==> src/rtl/seg_scan_ctrl_pkg.sv <==
// Segment code constants and helpers shared by the 7-segment scan controller.
// All codes are active-low {g,f,e,d,c,b,a}.
package seg_pkg;

    typedef logic [6:0] seg_code_t;

    localparam seg_code_t SEG_BLANK = 7'h7F;
    localparam seg_code_t HEX0 = 7'h40;
    localparam seg_code_t HEX1 = 7'h79;
    localparam seg_code_t HEX2 = 7'h24;
    localparam seg_code_t HEX3 = 7'h30;
    localparam seg_code_t HEX4 = 7'h19;
    localparam seg_code_t HEX5 = 7'h12;
    localparam seg_code_t HEX6 = 7'h02;
    localparam seg_code_t HEX7 = 7'h78;
    localparam seg_code_t HEX8 = 7'h00;
    localparam seg_code_t HEX9 = 7'h10;
    localparam seg_code_t HEXA = 7'h08;
    localparam seg_code_t HEXB = 7'h03;
    localparam seg_code_t HEXC = 7'h46;
    localparam seg_code_t HEXD = 7'h21;
    localparam seg_code_t HEXE = 7'h06;
    localparam seg_code_t HEXF = 7'h0E;

    function automatic int unsigned idx_w(input int unsigned n);
        return $clog2(n);
    endfunction

endpackage

==> src/rtl/seg_scan_ctrl_if.sv <==
// Bundle of the scan strobe, digit data and display pin outputs.
// master drives tick/data and observes the pins; slave is the controller.
interface seg_scan_ctrl_if #(
    parameter int NUM_DIGITS = 8
);
    import seg_pkg::*;

    logic                      tick;
    logic [4*NUM_DIGITS-1:0]   digits;
    logic [NUM_DIGITS-1:0]     dp_en;
    logic [NUM_DIGITS-1:0]     digit_en;
    logic [NUM_DIGITS-1:0]     an;
    seg_code_t                 seg;
    logic                      dp;
    logic                      frame_start;

    modport master (
        output tick, digits, dp_en, digit_en,
        input  an, seg, dp, frame_start
    );

    modport slave (
        input  tick, digits, dp_en, digit_en,
        output an, seg, dp, frame_start
    );

endinterface

==> src/rtl/seg_scan_ctrl_hex_to_seg.sv <==
// Combinational hex nibble to active-low 7-segment decoder.
module hex_to_seg
    import seg_pkg::*;
(
    input  logic [3:0] nibble,
    output seg_code_t  code
);

    always_comb begin
        code = SEG_BLANK;
        unique case (nibble)
            4'h0: code = HEX0;
            4'h1: code = HEX1;
            4'h2: code = HEX2;
            4'h3: code = HEX3;
            4'h4: code = HEX4;
            4'h5: code = HEX5;
            4'h6: code = HEX6;
            4'h7: code = HEX7;
            4'h8: code = HEX8;
            4'h9: code = HEX9;
            4'hA: code = HEXA;
            4'hB: code = HEXB;
            4'hC: code = HEXC;
            4'hD: code = HEXD;
            4'hE: code = HEXE;
            4'hF: code = HEXF;
            default: code = SEG_BLANK;
        endcase
    end

endmodule

==> src/rtl/seg_scan_ctrl.sv <==
// Multiplexed N-digit 7-segment scan controller: one digit per tick, anode
// guard blanking at every digit change, per-frame snapshot of digit data.
module seg_scan_ctrl
    import seg_pkg::*;
#(
    parameter int NUM_DIGITS = 8,
    parameter int GUARD_CYC  = 2
) (
    input  logic                 clk_in,
    input  logic                 reset,
    seg_scan_ctrl_if.slave       bus
);

    localparam int unsigned     IW       = idx_w(NUM_DIGITS);
    localparam logic [IW-1:0]   LAST     = IW'(NUM_DIGITS - 1);
    localparam logic [7:0]      GUARD_LD = 8'(GUARD_CYC);

    logic [IW-1:0]             idx;
    logic [7:0]                guard_cnt;
    logic [4*NUM_DIGITS-1:0]   sh_dig;
    logic [NUM_DIGITS-1:0]     sh_dp;
    logic [NUM_DIGITS-1:0]     sh_en;

    logic [NUM_DIGITS-1:0]     an_q;
    seg_code_t                 seg_q;
    logic                      dp_q;
    logic                      fs_q;

    logic                      wrap;
    logic                      light;
    logic [IW-1:0]             idx_next;
    logic [IW-1:0]             eff_idx;
    logic [4*NUM_DIGITS-1:0]   eff_dig;
    logic [NUM_DIGITS-1:0]     eff_dp;
    logic [NUM_DIGITS-1:0]     eff_en;
    logic [3:0]                nibble;
    seg_code_t                 dec_code;
    logic [NUM_DIGITS-1:0]     onehot;
    logic [NUM_DIGITS-1:0]     lit_an;
    seg_code_t                 lit_seg;
    logic                      lit_dp;

    // With a zero guard the slot lights on the tick edge itself, so the
    // display values are always computed from the post-edge index/snapshot.
    always_comb begin
        wrap     = bus.tick && (idx == LAST);
        idx_next = (idx == LAST) ? '0 : idx + IW'(1);
        eff_idx  = bus.tick ? idx_next : idx;
        eff_dig  = wrap ? bus.digits   : sh_dig;
        eff_dp   = wrap ? bus.dp_en    : sh_dp;
        eff_en   = wrap ? bus.digit_en : sh_en;
        light    = bus.tick ? (GUARD_CYC == 0) : (guard_cnt == 8'd1);
        nibble   = eff_dig[{eff_idx, 2'b00} +: 4];
        onehot   = {{(NUM_DIGITS-1){1'b0}}, 1'b1} << eff_idx;
    end

    hex_to_seg u_hex_to_seg (
        .nibble (nibble),
        .code   (dec_code)
    );

    always_comb begin
        lit_an  = '1;
        lit_seg = SEG_BLANK;
        lit_dp  = 1'b1;
        if (eff_en[eff_idx]) begin
            lit_an  = ~onehot;
            lit_seg = dec_code;
            lit_dp  = ~eff_dp[eff_idx];
        end
    end

    always_ff @(posedge clk_in or posedge reset) begin
        if (reset) begin
            idx       <= LAST;
            guard_cnt <= '0;
            sh_dig    <= '0;
            sh_dp     <= '0;
            sh_en     <= '0;
            an_q      <= '1;
            seg_q     <= SEG_BLANK;
            dp_q      <= 1'b1;
            fs_q      <= 1'b0;
        end else begin
            fs_q <= wrap;
            if (bus.tick) begin
                idx       <= idx_next;
                guard_cnt <= GUARD_LD;
                if (wrap) begin
                    sh_dig <= bus.digits;
                    sh_dp  <= bus.dp_en;
                    sh_en  <= bus.digit_en;
                end
            end else if (guard_cnt != 8'd0) begin
                guard_cnt <= guard_cnt - 8'd1;
            end

            if (light) begin
                an_q  <= lit_an;
                seg_q <= lit_seg;
                dp_q  <= lit_dp;
            end else if (bus.tick) begin
                an_q  <= '1;
                seg_q <= SEG_BLANK;
                dp_q  <= 1'b1;
            end
        end
    end

    assign bus.an          = an_q;
    assign bus.seg         = seg_q;
    assign bus.dp          = dp_q;
    assign bus.frame_start = fs_q;

endmodule

==> src/flat_wrapper.sv <==
// flat-port wrapper written by rule: the top's interface ports become plain ports
module seg_scan_ctrl_flat import seg_pkg::*;
#(
    parameter int NUM_DIGITS = 8,
    parameter int GUARD_CYC  = 2
)
  (clk_in, reset, bus_tick, bus_digits, bus_dp_en, bus_digit_en, bus_an, bus_seg, bus_dp, bus_frame_start);
  seg_scan_ctrl_if #(.NUM_DIGITS(NUM_DIGITS)) bus_i ();
  input  logic clk_in;
  input  logic reset;
  input wire logic [$bits(bus_i.tick)-1:0] bus_tick;
  input wire logic [$bits(bus_i.digits)-1:0] bus_digits;
  input wire logic [$bits(bus_i.dp_en)-1:0] bus_dp_en;
  input wire logic [$bits(bus_i.digit_en)-1:0] bus_digit_en;
  output wire logic [$bits(bus_i.an)-1:0] bus_an;
  output wire logic [$bits(bus_i.seg)-1:0] bus_seg;
  output wire logic [$bits(bus_i.dp)-1:0] bus_dp;
  output wire logic [$bits(bus_i.frame_start)-1:0] bus_frame_start;
  assign bus_i.tick = bus_tick;
  assign bus_i.digits = bus_digits;
  assign bus_i.dp_en = bus_dp_en;
  assign bus_i.digit_en = bus_digit_en;
  assign bus_an = bus_i.an;
  assign bus_seg = bus_i.seg;
  assign bus_dp = bus_i.dp;
  assign bus_frame_start = bus_i.frame_start;
  seg_scan_ctrl #(.NUM_DIGITS(NUM_DIGITS), .GUARD_CYC(GUARD_CYC)) u_core (.clk_in(clk_in), .reset(reset), .bus(bus_i));
endmodule
==> config.mk <==
export PLATFORM = sky130hd
export DESIGN_NAME = seg_scan_ctrl_flat
export DESIGN_NICKNAME = d
export VERILOG_FILES = /design/src/rtl/seg_scan_ctrl_pkg.sv /design/src/rtl/seg_scan_ctrl_if.sv /design/src/rtl/seg_scan_ctrl_hex_to_seg.sv /design/src/rtl/seg_scan_ctrl.sv /design/src/flat_wrapper.sv
export SDC_FILE = /design/constraint.sdc
export NUM_CORES = 1
export LEC_CHECK = 0
export CAP_MARGIN = 10
export CORE_MARGIN = 3
export CORE_UTILIZATION = 45
export DETAILED_ROUTE_END_ITERATION = 12
export GPL_TIMING_DRIVEN = 1
export PLACE_DENSITY = 0.72
export SETUP_SLACK_MARGIN = 0.5
export SLEW_MARGIN = 10
export SYNTH_ARGS = -nofsm -noshare
export SYNTH_HDL_FRONTEND = slang
export SYNTH_HIERARCHICAL = 1
export SYNTH_SLANG_ARGS = --single-unit
==> constraint.sdc <==
create_clock -name clk_in -period 3.1 [get_ports clk_in]
set_input_delay 0.62 -clock clk_in [delete_from_list [all_inputs] [get_ports clk_in]]
set_output_delay 0.62 -clock clk_in [all_outputs]
set_load 0.03 [all_outputs]
==> results.md, run 1 <==
- Tightest Hold Check Type: reg2reg
- Max transition margin: 52.7%
- CTS max path bufs: 2
- Storage element area: 1930 sq um
- Global-route wire length before repair: ~15 mm
- Die height: between 90 and 100 um
- Placer Congestion: 0.835
- Initial Util: 46.8%
- Seq/Total Area, Yosys: 49.5%
- Die W: 98.9 um
- Final period util: 97.7%
- Primary FF master, synth: dfrtp_1
- Worst-path maximum fanout: 4
- YS warnings: 6
- Worst skew pair latency: between 0.3 and 0.4 ns
- Area grow syn2layout: 38.0%
- CTS tree: done
- Grt ovf: 0
- Status: complete, no violations
- Max-slew violations: 0
- Wirelength, routed: between 8 and 9 mm
- Leakage power: roughly 2.4 nW
- Tightest Pin Transition: about 0.71 ns
- Seq cells post-synth: 76
- Largest net degree at the start of global routing: 45
- EDFF count, synth: 0
- Antenna violations before repair: 0
- Inserted Clock Buffers: 9
- Io pins: 68
- RSZ-0062 raised after global routing: yes
- Core Area: 8300 sq um
- WL per Instance: 15.2 um
- Placed Cells: between 500 and 600
- Fraction of layout cells with a size suffix above 1: 28.4%
- DIE AREA: between 9000 and 10000 sq um
- H-tree Lvls: 3
- Pwr dens: between 900 and 1000 nW/um^2
- Design Area, Final: 5370 sq um
- Clock Skews: roughly 0.0076 ns
- Worst IR Drop VDD: 0.000515 V
- Num rows: 33
- Vias in the first global route: roughly 3200
- Port Buf Inserts: 67
- CP Data Required Time: 3.39 ns
- Hold WS: 0.476 ns
- Crit Path Class: reg2reg
- Multi-input gate area: 2000 sq um
- Via count: 3090
- Final worst slack: 0.0712 ns
- MaxCap Viol Count: 0
- Nets: ~550
- Pre-CTS setup slack: -0.503 ns
- Netlist Area Pre-Place: 3890 sq um
- Placed inst area: about 5000 sq um
- CTS root buffer: clkbuf_8
- Hold_buf cts: 0
- Unique masters post-synth: 55
- Starting DRT DRC Count: ~130
- Clock-pin slew on the worst setup and hold paths: 0.08 ns
- Diode count: 0
- Setup crit end kind: register
- CP Launch Type: register
- Mapped Avg Cell Area: 10.5 sq um
- Final setup vio count: 0
- Setup TNS: 0 ns
- Antenna Nets Post-Route: 0
- Final Hold Fails: 0
- Mean number of vias per cell: ~5.2
- Initial DRT Pass Iterations: 4
- WP data arrival: 3.32 ns
- F_max: about 330 MHz
- Synth async-reset ratio: 100%
- Detailed Place HPWL: roughly 6.8 mm
- CTS sink count: 76
- Total global-route track usage: 19.2%
- Drt drc: 0
- # fillers: ~650
- Post-synthesis instance total: 371
- Non-filler cells, final: 591
- Final Critical Period: 3.03 ns
- Syn Nets: 435
## repair_timing
action,4_1_cts,5_1_grt
resized for setup,19,6
pin swaps,14,1
buffers inserted,3,1
setup endpoints to repair,12,9
hold endpoints to repair,0,0
## per-layer routing
layer  share of wire [%]  global-route usage [%]  vias up
met5                   0                       0        -
met4                 2.0                    7.04        0
met3                 4.3                    3.61       15
met2                  49                    31.0       76
met1                  45                    25.9     1495
li1                    -                       -     1504
## report_power, final
group | internal (mW) | leakage (nW) | switching, mW
sequential | 1.38 | 0.917 | 0.179
combinational | 1.57 | 1.38 | 1.55
clock | 0.286 | 0.0848 | 0.374
## worst max-delay path, cell delays in order, from the launching register on
cell and delay [ns]:
dfstp_2 0.56, ha_4 0.16, ha_4 0.14, nand2_4 0.06, inv_6 0.08, mux4_2 0.50, and2_4 0.16, a2111oi_4 0.24
a41oi_4 0.09, buf_4 0.17, buf_4 0.13, or3_2 0.44, o21ai_1 0.09, o22a_1 0.14
## synthesized netlist by cell type, drive strengths merged, types with 3 or more instances
library cell | number | share of area, %
dfstp | 19 | 13
o22a | 16 | 3.6
a2111oi | 3 | 0.84
buf | 11 | 2.2
or3 | 4 | 0.68
mux2 | 14 | 4.1
inv | 12 | 1.2
and2 | 3 | 0.48
ha | 13 | 4.2
a22oi | 3 | 0.58
a21oi | 7 | 1.2
nand2 | 118 | 11
nor2 | 9 | 0.93
xnor2 | 3 | 0.68
nand2b | 8 | 1.3
o21ai | 9 | 1.2
a41oi | 4 | 0.90
mux2i | 13 | 3.3
mux4 | 9 | 5.3
clkbuf | 7 | 0.68
dfrtp | 57 | 37
## cell usage in the layout, fill, tap and decap left out, types with 3 or more instances in the layout
| master | n |
|---|---|
| or3_1 | 3 |
| buf_12 | 3 |
| mux2_2 | 8 |
| a21oi_1 | 4 |
| ha_1 | 7 |
| clkdlybuf4s50_1 | 66 |
| a2111oi_4 | 3 |
| nor2_1 | 8 |
| inv_1 | 6 |
| nand2_1 | 116 |
| dfstp_2 | 19 |
| ha_4 | 4 |
| xnor2_1 | 3 |
| mux4_2 | 9 |
| inv_2 | 5 |
| buf_6 | 3 |
| clkinv_2 | 4 |
| buf_4 | 44 |
| mux2_1 | 6 |
| mux2i_1 | 13 |
| dfrtp_1 | 57 |
| and2_4 | 3 |
| nand2b_1 | 8 |
| o21ai_0 | 5 |
| clkbuf_8 | 9 |
| o22a_1 | 16 |
| o21ai_1 | 4 |
## path summary, 6_finish.rpt
kind | endpoint | slack, ns | cells past startpoint | startpoint
worst max register to register | u_core/bus.seg[6] | 0.07 | 13 | u_core/idx[0]
worst min-delay path | u_core/sh_dig[1] | 0.48 | 2 | u_core/sh_dig[1]
min in group asynchronous | u_core/sh_dig[29] | 0.71 | 2 | reset
worst min register to register | u_core/sh_dig[1] | 0.48 | 2 | u_core/sh_dig[1]
max in group asynchronous | u_core/idx[1] | 1.67 | 3 | reset
worst max-delay path | u_core/bus.seg[6] | 0.07 | 13 | u_core/idx[0]
## cells by family after synthesis
kind of cell	synth area share, %
AO/OA/AOI/OAI	11.7
multiplexers	12.7
adder cells (fa/ha/maj)	4.18
AND/OR/NAND/NOR	17.0
XOR/XNOR	0.901
buffers and inverters	4.02
flip-flops	49.5
## layout make-up
| cell class | count | area share (%) |
|---|---|---|
| Sequential cell | 76 | 35.9 |
| Multi-Input combinational cell | 265 | 37.2 |
| Inverter | 12 | 0.933 |
| Clock inverter | 7 | 0.816 |
| Clock buffer | 9 | 2.31 |
| Tap cell | 105 | 2.45 |
| Timing Repair Buffer | 117 | 20.4 |
## stage by stage
stage,total power [mW],util [%]
after floorplan,3.39,-
after global placement,4.27,60.7
after detailed placement,4.36,60.7
after CTS,5.29,64.3
after global routing,5.73,64.6
final,5.34,64.6
## state kept, by name, indices dropped and copies added, names as in the netlist
signal	count
u_core/bus.frame_start	1
u_core/bus.seg	7
u_core/bus.dp	1
u_core/bus.an	8
u_core/sh_dig	32
u_core/guard_cnt	8
u_core/sh_en	8
u_core/sh_dp	8
u_core/idx	3
Power figures use the tool's default switching activity.
==> inputs of run 2 (changes only) <==
--- a/config.mk
+++ b/config.mk
@@ -8,10 +8,11 @@
 export CAP_MARGIN = 10
 export CORE_MARGIN = 3
 export CORE_UTILIZATION = 45
+export CTS_CLUSTER_SIZE = 40
 export DETAILED_ROUTE_END_ITERATION = 12
 export GPL_TIMING_DRIVEN = 1
 export PLACE_DENSITY = 0.72
-export SETUP_SLACK_MARGIN = 0.5
+export SETUP_SLACK_MARGIN = 0.15
 export SLEW_MARGIN = 10
 export SYNTH_ARGS = -nofsm -noshare
 export SYNTH_HDL_FRONTEND = slang
==> results.md, run 2 (same netlist as run 1, synthesis figures left out) <==
- Status: complete, no violations (unchanged)
- Hold_buf cts: 0 (unchanged)
- Total global-route track usage: 21.5% (was 19.2%)
- Int Pwr: 3.19 mW (was 3.24 mW)
- Max-slew violations: 0 (unchanged)
- Via count: 3164 (was 3090)
- Combinational share of power: 58.0% (was 58.4%)
- MaxCap Viol Count: 0 (unchanged)
- Worst skew pair latency: 0.35 ns (about the same)
- Diode count: 0 (unchanged)
- Fraction of layout cells with a size suffix above 1: 28.3% (was 28.4%)
- Max transition margin: 57.3% (was 52.7%)
- Clock network power share: 12.4% (about the same)
- Grt ovf: 0 (unchanged)
- CP Data Required Time: 3.38 ns (was 3.39 ns)
- Detailed Place HPWL: 7.26 mm (was 6.77 mm)
- CTS max path bufs: 2 (unchanged)
- Setup crit end kind: register (unchanged)
- Util after Layout: 65.1% (was 64.6%)
- Mean number of vias per cell: 5.34 (was 5.23)
- CTS tree: done (unchanged)
- Reg2Reg Setup Slack: 0.09 ns (was 0.07 ns)
- WL per Instance: 16.7 um (was 15.2 um)
- Io pins: 68 (unchanged)
- Clock Skews: 0.00727 ns (was 0.00765 ns)
- Leakage power: 2.40 nW (was 2.38 nW)
- Inserted Clock Buffers: 9 (unchanged)
- Seq pwr share: 29.6% (was 29.3%)
- CP Cell Sequence: ha_4 -> ha_4 -> nor2_4 -> a21oi_4 -> buf_6 -> mux4_2 -> nand2_2 -> a41oi_4 -> inv_2 -> buf_4 -> ha_2 -> mux4_2 -> o22a_1 (was ha_4 -> ha_4 -> nand2_4 -> inv_6 -> mux4_2 -> and2_4 -> a2111oi_4 -> a41oi_4 -> buf_4 -> buf_4 -> or3_2 -> o21ai_1 -> o22a_1)
- H-tree Lvls: 3 (unchanged)
- Most common cell after layout, fill and taps aside: nand2_1 (unchanged)
- Drt drc: 0 (unchanged)
- WP data arrival: 3.29 ns (was 3.32 ns)
- Final Hold Fails: 0 (unchanged)
- Initial Util: 46.8% (unchanged)
- Commonest non-fill, non-tap cells in the layout: 115 x nand2_1, 66 x clkdlybuf4s50_1, 57 x dfrtp_1, 42 x buf_4, 19 x dfstp_2 (was 116 x nand2_1, 66 x clkdlybuf4s50_1, 57 x dfrtp_1, 44 x buf_4, 19 x dfstp_2)
- Global-route wire length before repair: 16.6 mm (was 15.0 mm)
- Area grow syn2layout: 38.9% (was 38.0%)
- CP Launch Type: register (unchanged)
- Nets: 546 (was 545)
- Vias in the first global route: 3368 (was 3184)
- Die height: 98.9 um (unchanged)
- Tightest Hold Check Type: reg2reg (unchanged)
- Hold WS: 0.477 ns (was 0.476 ns)
- RSZ-0062 raised after global routing: yes (unchanged)
- Pwr dens: 989 nW/um^2 (was 996 nW/um^2)
- Final period util: 97.1% (was 97.7%)
- Largest stage delay, worst path: 0.57 ns (was 0.56 ns)
- CTS sink count: 76 (unchanged)
- Core Area: 8300 sq um (unchanged)
- Crit Path Class: reg2reg (unchanged)
- Die W: 98.9 um (unchanged)
- Num rows: 33 (unchanged)
- Worst-path maximum fanout: 5 (was 4)
- Final Critical Period: 3.01 ns (was 3.03 ns)
- CP max-delay cell: dfstp_2 (unchanged)
- Port Buf Inserts: 67 (unchanged)
- Antenna violations before repair: 0 (unchanged)
- Clock-pin slew on the worst setup and hold paths: 0.08 ns (about the same)
- Placer Congestion: 0.866 (was 0.835)
- Worst IR Drop VDD: 0.000430 V (was 0.000515 V)
- DIE AREA: 9790 sq um (unchanged)
- Largest net degree at the start of global routing: 38 (was 45)
- Psw: 2.15 mW (was 2.10 mW)
- CTS root buffer: clkbuf_8 (unchanged)
- Wirelength, routed: 9.91 mm (was 8.99 mm)
- Max reg flops: 32 (unchanged)
- Tightest Pin Transition: 0.635 ns (was 0.708 ns)
- Largest Register: u_core/sh_dig (unchanged)
- Antenna Nets Post-Route: 0 (unchanged)
- Starting DRT DRC Count: 132 (unchanged)
- Sw Share: 40.2% (was 39.3%)
- Initial DRT Pass Iterations: 4 (unchanged)
- F_max: 332 MHz (was 330 MHz)
- Final setup vio count: 0 (unchanged)
==> run 2: cell count changes in the layout (fill, tap and decap cells not counted), sizes merged <==
cell / previous run / this run
clkinv: 5 / 3
bufbuf: 0 / 1
clkbuf: 9 / 10
clkinvlp: 2 / 3
==> run 2: layout make-up <==
cell class                      count  area (sq um)
Inverter                           12          50.0
Clock inverter                      6          41.3
Multi-Input combinational cell    265          1990
Sequential cell                    76          1930
Tap cell                          105           131
Clock buffer                       10           128
Fill cell                         654          2900
Timing Repair Buffer              118          1130
==> run 2: critical path: cells and delay by family (launching register included) <==
family,cells,cell delay [ns]
mux,2,0.68
compound gates,3,0.70
buf+inv,3,0.37
fa+ha+maj,3,0.50
simple gates,2,0.13
flops,1,0.57
==> run 2: layer usage <==
layer | wire length, um | global-route usage [%]
met5 | 0 | 0
met4 | 210 | 8.51
met3 | 435 | 3.89
met2 | 4910 | 34.6
met1 | 4350 | 28.8
==> run 2: timing repair <==
action / CTS / global route
pin swaps: 10 / 3
setup endpoints to repair: 7 / 7
cloned: 1 / 0
setup buffers: 6 / 1
gates resized for setup: 28 / 4
endpoints found under the hold margin: 0 / 0
==> run 2: path summary, 6_finish.rpt <==
path                       cells past startpoint                end             from
min in group asynchronous                      2    u_core/sh_en[0]            reset
setup / recovery                              13  u_core/bus.seg[3]    u_core/idx[1]
hold / removal                                 2    u_core/sh_dp[5]  u_core/sh_dp[5]
max in group asynchronous                      3      u_core/idx[1]            reset
hold reg to reg                                2    u_core/sh_dp[5]  u_core/sh_dp[5]
setup reg to reg                              13  u_core/bus.seg[3]    u_core/idx[1]
==> run 2: per-stage QoR <==
stage / total power [mW] / cells / setup TNS, ns / worst slack, ns / instance area (sq um)
finish: 5.34 / 592 / 0 / 0.0892 / 5400
detailed placement: 4.37 / 568 / -2.89 / -0.477 / 5000
global route: 5.73 / 592 / -0.0366 / -0.0231 / 5400
global placement: 4.25 / 568 / -2.25 / -0.389 / 5000
CTS: 5.30 / 591 / 0 / 0.0996 / 5380
floorplan: 3.39 / 371 / -0.0517 / -0.0517 / 3990
==> run 2: power groups by stage <==
stage | Combinational [mW] | Sequential [mW] | Clock [mW]
4_1_cts | 3.04 | 1.57 | 0.684
2_1_floorplan | 1.81 | 1.58 | 0
3_3_place_gp | 2.69 | 1.57 | 0
6_report | 3.10 | 1.58 | 0.662
3_5_place_dp | 2.78 | 1.59 | 0
5_1_grt | 3.39 | 1.63 | 0.719
